File: config.mk
export PLATFORM = sky130hd
export DESIGN_NAME = ex_stage_flat
export DESIGN_NICKNAME = d
export VERILOG_FILES = /design/src/rtl/ex_stage_if.sv /design/src/rtl/ex_stage.sv /design/src/flat_wrapper.sv
export SDC_FILE = /design/constraint.sdc
export NUM_CORES = 1
export LEC_CHECK = 0
export CAP_MARGIN = 10
export CORE_ASPECT_RATIO = 0.7
export CORE_MARGIN = 5
export CORE_UTILIZATION = 25
export DETAILED_ROUTE_END_ITERATION = 8
export PLACE_DENSITY = 0.49
export SYNTH_ARGS = -nofsm -noshare
export SYNTH_HDL_FRONTEND = slang
export SYNTH_SLANG_ARGS = --single-unit
File: constraint.sdc
create_clock -name clk -period 6.12 [get_ports clk]
set_clock_uncertainty 0.15 [all_clocks]
set_input_delay 0.918 -clock clk [delete_from_list [all_inputs] [get_ports clk]]
set_output_delay 0.918 -clock clk [all_outputs]
set_load 0.005 [all_outputs]
File: src/rtl/ex_stage_if.sv
// ex_stage_if: bundles the ID->EX input bus and stall vector together with
// every EX-stage output (EX->MEM bus, data SRAM request, forwarding, stall
// request). The master modport is the execute stage. The slave modport is the
// surrounding pipeline.
interface ex_stage_if #(
    parameter int ID_TO_EX_WD  = 159,
    parameter int EX_TO_MEM_WD = 76
);
    logic [5:0]              stall;
    logic [ID_TO_EX_WD-1:0]  id_to_ex_bus;
    logic [EX_TO_MEM_WD-1:0] ex_to_mem_bus;
    logic                    data_sram_en;
    logic [3:0]              data_sram_wen;
    logic [31:0]             data_sram_addr;
    logic [31:0]             data_sram_wdata;
    logic                    ex_wreg_o;
    logic [4:0]              ex_waddr_o;
    logic [31:0]             ex_wdata_o;
    logic                    ex_is_load_o;
    logic                    stallreq_for_ex;

    modport master (
        input  stall,
        input  id_to_ex_bus,
        output ex_to_mem_bus,
        output data_sram_en,
        output data_sram_wen,
        output data_sram_addr,
        output data_sram_wdata,
        output ex_wreg_o,
        output ex_waddr_o,
        output ex_wdata_o,
        output ex_is_load_o,
        output stallreq_for_ex
    );

    modport slave (
        output stall,
        output id_to_ex_bus,
        input  ex_to_mem_bus,
        input  data_sram_en,
        input  data_sram_wen,
        input  data_sram_addr,
        input  data_sram_wdata,
        input  ex_wreg_o,
        input  ex_waddr_o,
        input  ex_wdata_o,
        input  ex_is_load_o,
        input  stallreq_for_ex
    );
endinterface

File: src/rtl/ex_stage.sv
// ex_stage: execute stage of the five-stage MIPS pipeline.
// It registers the ID->EX bus and computes the 12-operation ALU result.
// It issues the data-SRAM request and drives EX forwarding back to ID.
// It also owns the HI/LO registers.
// Define EX_DIV_EN to build the iterative restoring divider. The divider
// takes 32 steps and holds the pipeline while it is busy. Without EX_DIV_EN,
// div/divu leave HI/LO unchanged and stallreq_for_ex is 0.
module ex_stage #(
    parameter int ID_TO_EX_WD  = 159,
    parameter int EX_TO_MEM_WD = 76
) (
    input  logic       clk,
    input  logic       rst,
    ex_stage_if.master io
);

    logic [ID_TO_EX_WD-1:0]  ex_bus_r;

    logic [31:0] pc;
    logic [31:0] inst;
    logic [11:0] alu_op;
    logic [2:0]  sel_alu_src1;
    logic [3:0]  sel_alu_src2;
    logic        data_ram_en;
    logic [3:0]  data_ram_wen;
    logic        rf_we;
    logic [4:0]  rf_waddr;
    logic        sel_rf_res;
    logic [31:0] rdata1;
    logic [31:0] rdata2;

    logic [31:0] src1;
    logic [31:0] src2;
    logic [31:0] alu_res;
    logic [31:0] ex_result;
    logic [EX_TO_MEM_WD-1:0] ex_to_mem;

    logic        is_special;
    logic        is_mfhi;
    logic        is_mflo;
    logic        is_mthi;
    logic        is_mtlo;

    logic [31:0] hi;
    logic [31:0] lo;

    logic        unused_bits;

    // Pipeline register: reset, bubble when ID holds but EX advances, load when ID advances, else hold.
    always_ff @(posedge clk) begin
        if (rst) begin
            ex_bus_r <= '0;
        end else if (io.stall[2] && !io.stall[3]) begin
            ex_bus_r <= '0;
        end else if (!io.stall[2]) begin
            ex_bus_r <= io.id_to_ex_bus;
        end
    end

    assign pc           = ex_bus_r[158:127];
    assign inst         = ex_bus_r[126:95];
    assign alu_op       = ex_bus_r[94:83];
    assign sel_alu_src1 = ex_bus_r[82:80];
    assign sel_alu_src2 = ex_bus_r[79:76];
    assign data_ram_en  = ex_bus_r[75];
    assign data_ram_wen = ex_bus_r[74:71];
    assign rf_we        = ex_bus_r[70];
    assign rf_waddr     = ex_bus_r[69:65];
    assign sel_rf_res   = ex_bus_r[64];
    assign rdata1       = ex_bus_r[63:32];
    assign rdata2       = ex_bus_r[31:0];

    // Operand select: one-hot selects are OR-combined; no select bit gives 0.
    always_comb begin
        src1 = '0;
        if (sel_alu_src1[0]) src1 = src1 | rdata1;
        if (sel_alu_src1[1]) src1 = src1 | pc;
        if (sel_alu_src1[2]) src1 = src1 | {27'd0, inst[10:6]};

        src2 = '0;
        if (sel_alu_src2[0]) src2 = src2 | rdata2;
        if (sel_alu_src2[1]) src2 = src2 | {{16{inst[15]}}, inst[15:0]};
        if (sel_alu_src2[2]) src2 = src2 | 32'd8;
        if (sel_alu_src2[3]) src2 = src2 | {16'd0, inst[15:0]};
    end

    // ALU: each op bit gates its own result, so no op bit gives 0.
    // Shifts take src2 as the data and src1[4:0] as the amount.
    always_comb begin
        alu_res = '0;
        if (alu_op[11]) alu_res = alu_res | (src1 + src2);
        if (alu_op[10]) alu_res = alu_res | (src1 - src2);
        if (alu_op[9])  alu_res = alu_res | {31'd0, $signed(src1) < $signed(src2)};
        if (alu_op[8])  alu_res = alu_res | {31'd0, src1 < src2};
        if (alu_op[7])  alu_res = alu_res | (src1 & src2);
        if (alu_op[6])  alu_res = alu_res | ~(src1 | src2);
        if (alu_op[5])  alu_res = alu_res | (src1 | src2);
        if (alu_op[4])  alu_res = alu_res | (src1 ^ src2);
        if (alu_op[3])  alu_res = alu_res | (src2 << src1[4:0]);
        if (alu_op[2])  alu_res = alu_res | (src2 >> src1[4:0]);
        if (alu_op[1])  alu_res = alu_res | 32'($signed(src2) >>> src1[4:0]);
        if (alu_op[0])  alu_res = alu_res | {src2[15:0], 16'd0};
    end

    assign is_special = (inst[31:26] == 6'd0);
    assign is_mfhi    = is_special && (inst[5:0] == 6'h10);
    assign is_mthi    = is_special && (inst[5:0] == 6'h11);
    assign is_mflo    = is_special && (inst[5:0] == 6'h12);
    assign is_mtlo    = is_special && (inst[5:0] == 6'h13);

    // Result select: mfhi/mflo read HI/LO; all other instructions use the ALU.
    always_comb begin
        if (is_mfhi) begin
            ex_result = hi;
        end else if (is_mflo) begin
            ex_result = lo;
        end else begin
            ex_result = alu_res;
        end
    end

`ifdef EX_DIV_EN
    typedef enum logic [1:0] {
        DIV_IDLE,
        DIV_BUSY,
        DIV_DONE
    } div_state_t;

    div_state_t  div_state;
    logic [5:0]  div_cnt;
    logic [31:0] div_quo;
    logic [31:0] div_rem;
    logic [31:0] div_dsr;
    logic        div_neg_q;
    logic        div_neg_r;
    logic        div_wr;

    logic        is_div;
    logic        is_divu;
    logic        div_in_ex;
    logic [31:0] dividend_abs;
    logic [31:0] divisor_abs;
    logic [32:0] trial;
    logic        trial_ge;
    logic [31:0] rem_next;
    logic [31:0] lo_final;
    logic [31:0] hi_final;

    assign is_div    = is_special && (inst[5:0] == 6'h1A);
    assign is_divu   = is_special && (inst[5:0] == 6'h1B);
    assign div_in_ex = is_div || is_divu;

    assign dividend_abs = (is_div && rdata1[31]) ? (32'd0 - rdata1) : rdata1;
    assign divisor_abs  = (is_div && rdata2[31]) ? (32'd0 - rdata2) : rdata2;

    // The step shifts the next dividend bit into the partial remainder.
    // A zero divisor always subtracts, so the quotient becomes all ones and the
    // remainder ends equal to the dividend magnitude without any special case.
    assign trial    = {div_rem, div_quo[31]};
    assign trial_ge = (trial >= {1'b0, div_dsr});
    assign rem_next = trial_ge ? (trial[31:0] - div_dsr) : trial[31:0];

    assign lo_final = div_neg_q ? (32'd0 - div_quo) : div_quo;
    assign hi_final = div_neg_r ? (32'd0 - div_rem) : div_rem;

    // Divider sequencer: latch magnitudes, run 32 restoring steps, then pulse one HI/LO write.
    always_ff @(posedge clk) begin
        if (rst) begin
            div_state <= DIV_IDLE;
            div_cnt   <= '0;
            div_quo   <= '0;
            div_rem   <= '0;
            div_dsr   <= '0;
            div_neg_q <= 1'b0;
            div_neg_r <= 1'b0;
            div_wr    <= 1'b0;
        end else begin
            div_wr <= 1'b0;
            case (div_state)
                DIV_IDLE: begin
                    if (div_in_ex) begin
                        div_state <= DIV_BUSY;
                        div_cnt   <= '0;
                        div_quo   <= dividend_abs;
                        div_rem   <= '0;
                        div_dsr   <= divisor_abs;
                        div_neg_q <= is_div && (rdata1[31] ^ rdata2[31]);
                        div_neg_r <= is_div && rdata1[31];
                    end
                end
                DIV_BUSY: begin
                    div_quo <= {div_quo[30:0], trial_ge};
                    div_rem <= rem_next;
                    div_cnt <= div_cnt + 6'd1;
                    if (div_cnt == 6'd31) begin
                        div_state <= DIV_DONE;
                        div_wr    <= 1'b1;
                    end
                end
                DIV_DONE: begin
                    if (!io.stall[3]) begin
                        div_state <= DIV_IDLE;
                    end
                end
                default: begin
                    div_state <= DIV_IDLE;
                end
            endcase
        end
    end

    assign io.stallreq_for_ex = div_in_ex && (div_state != DIV_DONE);
`else
    assign io.stallreq_for_ex = 1'b0;
`endif

    // HI/LO: mthi/mtlo commit on the edge where EX advances; the divider commits once on completion.
    always_ff @(posedge clk) begin
        if (rst) begin
            hi <= '0;
            lo <= '0;
        end else begin
            if (!io.stall[3] && is_mthi) hi <= rdata1;
            if (!io.stall[3] && is_mtlo) lo <= rdata1;
`ifdef EX_DIV_EN
            if (div_wr) begin
                hi <= hi_final;
                lo <= lo_final;
            end
`endif
        end
    end

    assign ex_to_mem = {pc, data_ram_en, data_ram_wen, sel_rf_res, rf_we, rf_waddr, ex_result};

    assign io.ex_to_mem_bus   = ex_to_mem;
    assign io.data_sram_en    = data_ram_en;
    assign io.data_sram_wen   = data_ram_wen;
    assign io.data_sram_addr  = alu_res;
    assign io.data_sram_wdata = rdata2;
    assign io.ex_wreg_o       = rf_we;
    assign io.ex_waddr_o      = rf_waddr;
    assign io.ex_wdata_o      = ex_result;
    assign io.ex_is_load_o    = sel_rf_res;

    assign unused_bits = ^{io.stall[5:4], io.stall[1:0], inst[25:16]};

endmodule

File: src/flat_wrapper.sv
// flat-port wrapper written by rule: the top's interface ports become plain ports
module ex_stage_flat 
#(
    parameter int ID_TO_EX_WD  = 159,
    parameter int EX_TO_MEM_WD = 76
)
  (clk, rst, io_stall, io_id_to_ex_bus, io_ex_to_mem_bus, io_data_sram_en, io_data_sram_wen, io_data_sram_addr, io_data_sram_wdata, io_ex_wreg_o, io_ex_waddr_o, io_ex_wdata_o, io_ex_is_load_o, io_stallreq_for_ex);
  ex_stage_if #(.ID_TO_EX_WD(ID_TO_EX_WD), .EX_TO_MEM_WD(EX_TO_MEM_WD)) io_i ();
  input  logic clk;
  input  logic rst;
  input wire logic [$bits(io_i.stall)-1:0] io_stall;
  input wire logic [$bits(io_i.id_to_ex_bus)-1:0] io_id_to_ex_bus;
  output wire logic [$bits(io_i.ex_to_mem_bus)-1:0] io_ex_to_mem_bus;
  output wire logic [$bits(io_i.data_sram_en)-1:0] io_data_sram_en;
  output wire logic [$bits(io_i.data_sram_wen)-1:0] io_data_sram_wen;
  output wire logic [$bits(io_i.data_sram_addr)-1:0] io_data_sram_addr;
  output wire logic [$bits(io_i.data_sram_wdata)-1:0] io_data_sram_wdata;
  output wire logic [$bits(io_i.ex_wreg_o)-1:0] io_ex_wreg_o;
  output wire logic [$bits(io_i.ex_waddr_o)-1:0] io_ex_waddr_o;
  output wire logic [$bits(io_i.ex_wdata_o)-1:0] io_ex_wdata_o;
  output wire logic [$bits(io_i.ex_is_load_o)-1:0] io_ex_is_load_o;
  output wire logic [$bits(io_i.stallreq_for_ex)-1:0] io_stallreq_for_ex;
  assign io_i.stall = io_stall;
  assign io_i.id_to_ex_bus = io_id_to_ex_bus;
  assign io_ex_to_mem_bus = io_i.ex_to_mem_bus;
  assign io_data_sram_en = io_i.data_sram_en;
  assign io_data_sram_wen = io_i.data_sram_wen;
  assign io_data_sram_addr = io_i.data_sram_addr;
  assign io_data_sram_wdata = io_i.data_sram_wdata;
  assign io_ex_wreg_o = io_i.ex_wreg_o;
  assign io_ex_waddr_o = io_i.ex_waddr_o;
  assign io_ex_wdata_o = io_i.ex_wdata_o;
  assign io_ex_is_load_o = io_i.ex_is_load_o;
  assign io_stallreq_for_ex = io_i.stallreq_for_ex;
  ex_stage #(.ID_TO_EX_WD(ID_TO_EX_WD), .EX_TO_MEM_WD(EX_TO_MEM_WD)) u_core (.clk(clk), .rst(rst), .io(io_i));
endmodule
==> summary.md <==
| Metric | Value |
|---|---|
| Critical path class | reg2out |
| Avg Inst Size Synth | 7.44 um^2 |
| Worst Tran Pin Value | 979 ps |
| Final TNS setup | 0 ps |
| Register clock-pin slew on the reported worst setup and hold paths | 60 ps |
| Final Slew Violations | 0 |
| Global-route wire length before repair | 148,000 um |
| Comb pwr share | 0.351 |
| Nets | 3,142 |
| Net switching power | 1.62 mW |
| Post-Syn Instances | 2,553 |
| Initial Util | 0.253 |
| CP Launch Type | register |
| TritonCTS clock tree | yes |
| Ant diodes | 0 |
| Switching share of power | 0.334 |
| DRC | 0 |
| Clock share of power | 0.338 |
| Cell area after synthesis | 19,000 um^2 |
| Via density | 5.39 |
| Hold Fails Final Rpt | 0 |
| Synth Flop Type | dfxtp_1 |
| Critical Path RT | 5050 ps |
| CTS max path bufs | 3 |
| Internal | 3.23 mW |
| Sequential area share after synthesis | 0.225 |
| DR vias | 20,921 |
| Yosys warns | 0 |
| Die X | 339 um |
| Synth top area cells | dfxtp_1, mux2i_1, ha_1 |
| Hold/Removal Path Class | reg2reg |
| DP Cell Count | 3,821 |
| Total of max-cap violations | 0 |
| Critical Path AT | 5000 ps |
| ANT nets after route | 0 |
| Synth top cells by count | nand2_1, nor2_1, mux2i_1 |
| Endpoint class of the critical path | output pin |
| Net count after synthesis | 2,818 |
| PnR worst setup slack | 57.0 ps |
| EDFF count, synth | 0 |
| I/O pin total | 352 |
| Final Non-Filler Cells | 3,883 |
| Layout Utilization | 0.339 |
| Pwr dens | 190 nW/um^2 |
| Worst slack at placement | 56.6 ps |
| Status | finished, final reports clean |
| Final period util | 0.991 |
| Share of cells above drive strength 1 | 0.169 |
| H-tree depth | 1 |
| Filler instances | 8,099 |
| GRT Total Usage | 0.242 |
| Die Ht | 241 um |
| Antenna violations before repair | 6 |
| CTS buffer count | 25 |
| Power share of the sequential group | 0.311 |
| Total gr overflow | 0 |
| Post-synth ARST share | 0 |
| F_max | 165 MHz |
| Critical path peak fanout | 11 |
| Clock Tree Root | clkbuf_16 |
| GPL Wtd Cong | 1.04 |
| Area Growth Syn to Fin | 34.3% |
| Vias in the first global route | 19,811 |
| Initial DRC count | 2,532 |
| Synth Register Bits | 213 |
| Static Leak | 10.9 nW |
| Row Count | 84 |
| CTS sink count | 213 |
| Die area | 81,600 um^2 |
| Setup Viol. Count Final | 0 |
| Cell taking the most area after synthesis | dfxtp_1 |
| Hold Buf Count CTS | 0 |
| Buffers on Ports | 336 |
| Core area | 75,100 um^2 |
| Crit path time final | 6060 ps |
| Detailed Place HPWL | 83,300 um |
| Most numerous cell in the Yosys netlist | nand2_1 |
| WL/cell | 26.9 um |
| Clk_lat worst skew | 590 ps |
| Maximum vdd drop | 175 uV |
| Top cell type's share of synthesized area | 0.225 |
| Pre-antenna DRT Iters | 5 |
| RSZ-0062 raised after global routing | yes |
| Library cells used by synthesis | 92 |
| Post-Route WL | 104,000 um |
| Largest net degree at the start of global routing | 95 |
| Worst rel slew slack | 0.346 |
kinds of logic (layout without fill, tap and decap cells):
kind of cell               count (synthesis)  in the layout  share of synthesized area
xor gates and xnor gates                  48             48                     0.0221
muxes                                    258            258                      0.138
and+or+nand+nor                          794            794                      0.183
adders and majority gates                 98             98                     0.0654
DFF                                      213            213                      0.225
buffers and inverters                    421            762                      0.112
other                                      1              1                   0.000198
AOI/OAI and AO/OA                        720            720                      0.254
final timing paths:
| path | start | to | slack [ps] | cells past startpoint |
|---|---|---|---|---|
| worst min register to register | u_core.lo[13] | u_core.lo[13] | 300 | 2 |
| worst min-delay path | u_core.lo[13] | u_core.lo[13] | 300 | 2 |
| worst max register to register | u_core.ex_bus_r[97] | u_core.lo[26] | 3410 | 7 |
| worst max-delay path | u_core.ex_bus_r[77] | io_ex_wdata_o[25] | 60 | 17 |
metal layers:
layer  track usage  part of all wire  vias to the layer above
li1              -                 -                     9646
met1         0.364              0.47                    10173
met5             0           0.00057                        -
met4        0.0518             0.025                       10
met2         0.347              0.40                      970
met3        0.0621             0.099                      122
through the flow:
stage	instance area, um^2	hold WS [ps]	total power [mW]
after CTS	25000	303	4.81
final	25500	300	4.85
after global placement	23900	289	3.15
after global routing	25500	318	5.04
after floorplan	19000	283	2.30
after detailed placement	23900	295	3.14
sequential cells by signal, summed over array words and instances (netlist names):
name and count:
u_core.ex_bus_r 149, u_core.hi 32, u_core.lo 32
cell type report:
cell class / instances / area, um^2 / area share
Multi-Input combinational cell: 1919 / 13100 / 0.513
Timing Repair Buffer: 614 / 5610 / 0.220
Sequential cell: 213 / 4280 / 0.168
Tap cell: 989 / 1240 / 0.0485
Clock buffer: 36 / 727 / 0.0285
Inverter: 104 / 390 / 0.0153
Clock inverter: 8 / 155 / 0.00609
layout by cell type (no fill, tap or decap), types with 19 or more instances in the layout:
cell	netlist	routed
clkdlybuf4s50_1	0	315
nand2_1	296	295
nor2_1	283	280
buf_4	126	269
mux2i_1	223	223
dfxtp_1	213	203
a21oi_1	200	189
o21ai_0	113	104
inv_1	97	95
ha_1	96	86
nand3_1	61	60
xnor2_1	45	43
nor3_1	38	36
o21ai_1	39	35
mux2_2	35	35
a22o_1	34	31
a221oi_1	31	27
a22oi_1	27	26
clkbuf_16	0	26
a211oi_1	25	23
a21o_1	23	22
o22ai_1	22	22
o31ai_1	23	19
o221ai_1	19	19
repair_timing:
item,4_1_cts,5_1_grt
endpoints found under the setup margin,64,75
cloned,0,1
setup buffers,6,11
gates resized for setup,53,89
pin swaps,16,23
critical path: stages, from the launching register on:
cell             delay [ps]
dfxtp_1                 320
buf_6                   140
or2_2                   350
a22o_4                  250
ha_2                    220
a211o_1                 330
a21o_1                  250
o311ai_4                360
nand3_4                 170
buf_4                   190
buf_4                   160
a21oi_2                 220
nor3_1                   70
a22oi_1                 200
nor2_1                   60
a2111o_1                430
o21a_1                  250
clkdlybuf4s50_1         450
power by group through the flow:
stage | Combinational (mW) | Clock (mW) | Sequential [mW]
6_report | 1.70 | 1.64 | 1.51
5_1_grt | 1.80 | 1.73 | 1.51
4_1_cts | 1.64 | 1.67 | 1.51
3_5_place_dp | 1.60 | 0 | 1.54
3_3_place_gp | 1.62 | 0 | 1.54
2_1_floorplan | 0.802 | 0 | 1.50
Note: power is estimated with default switching activity, not from simulation.
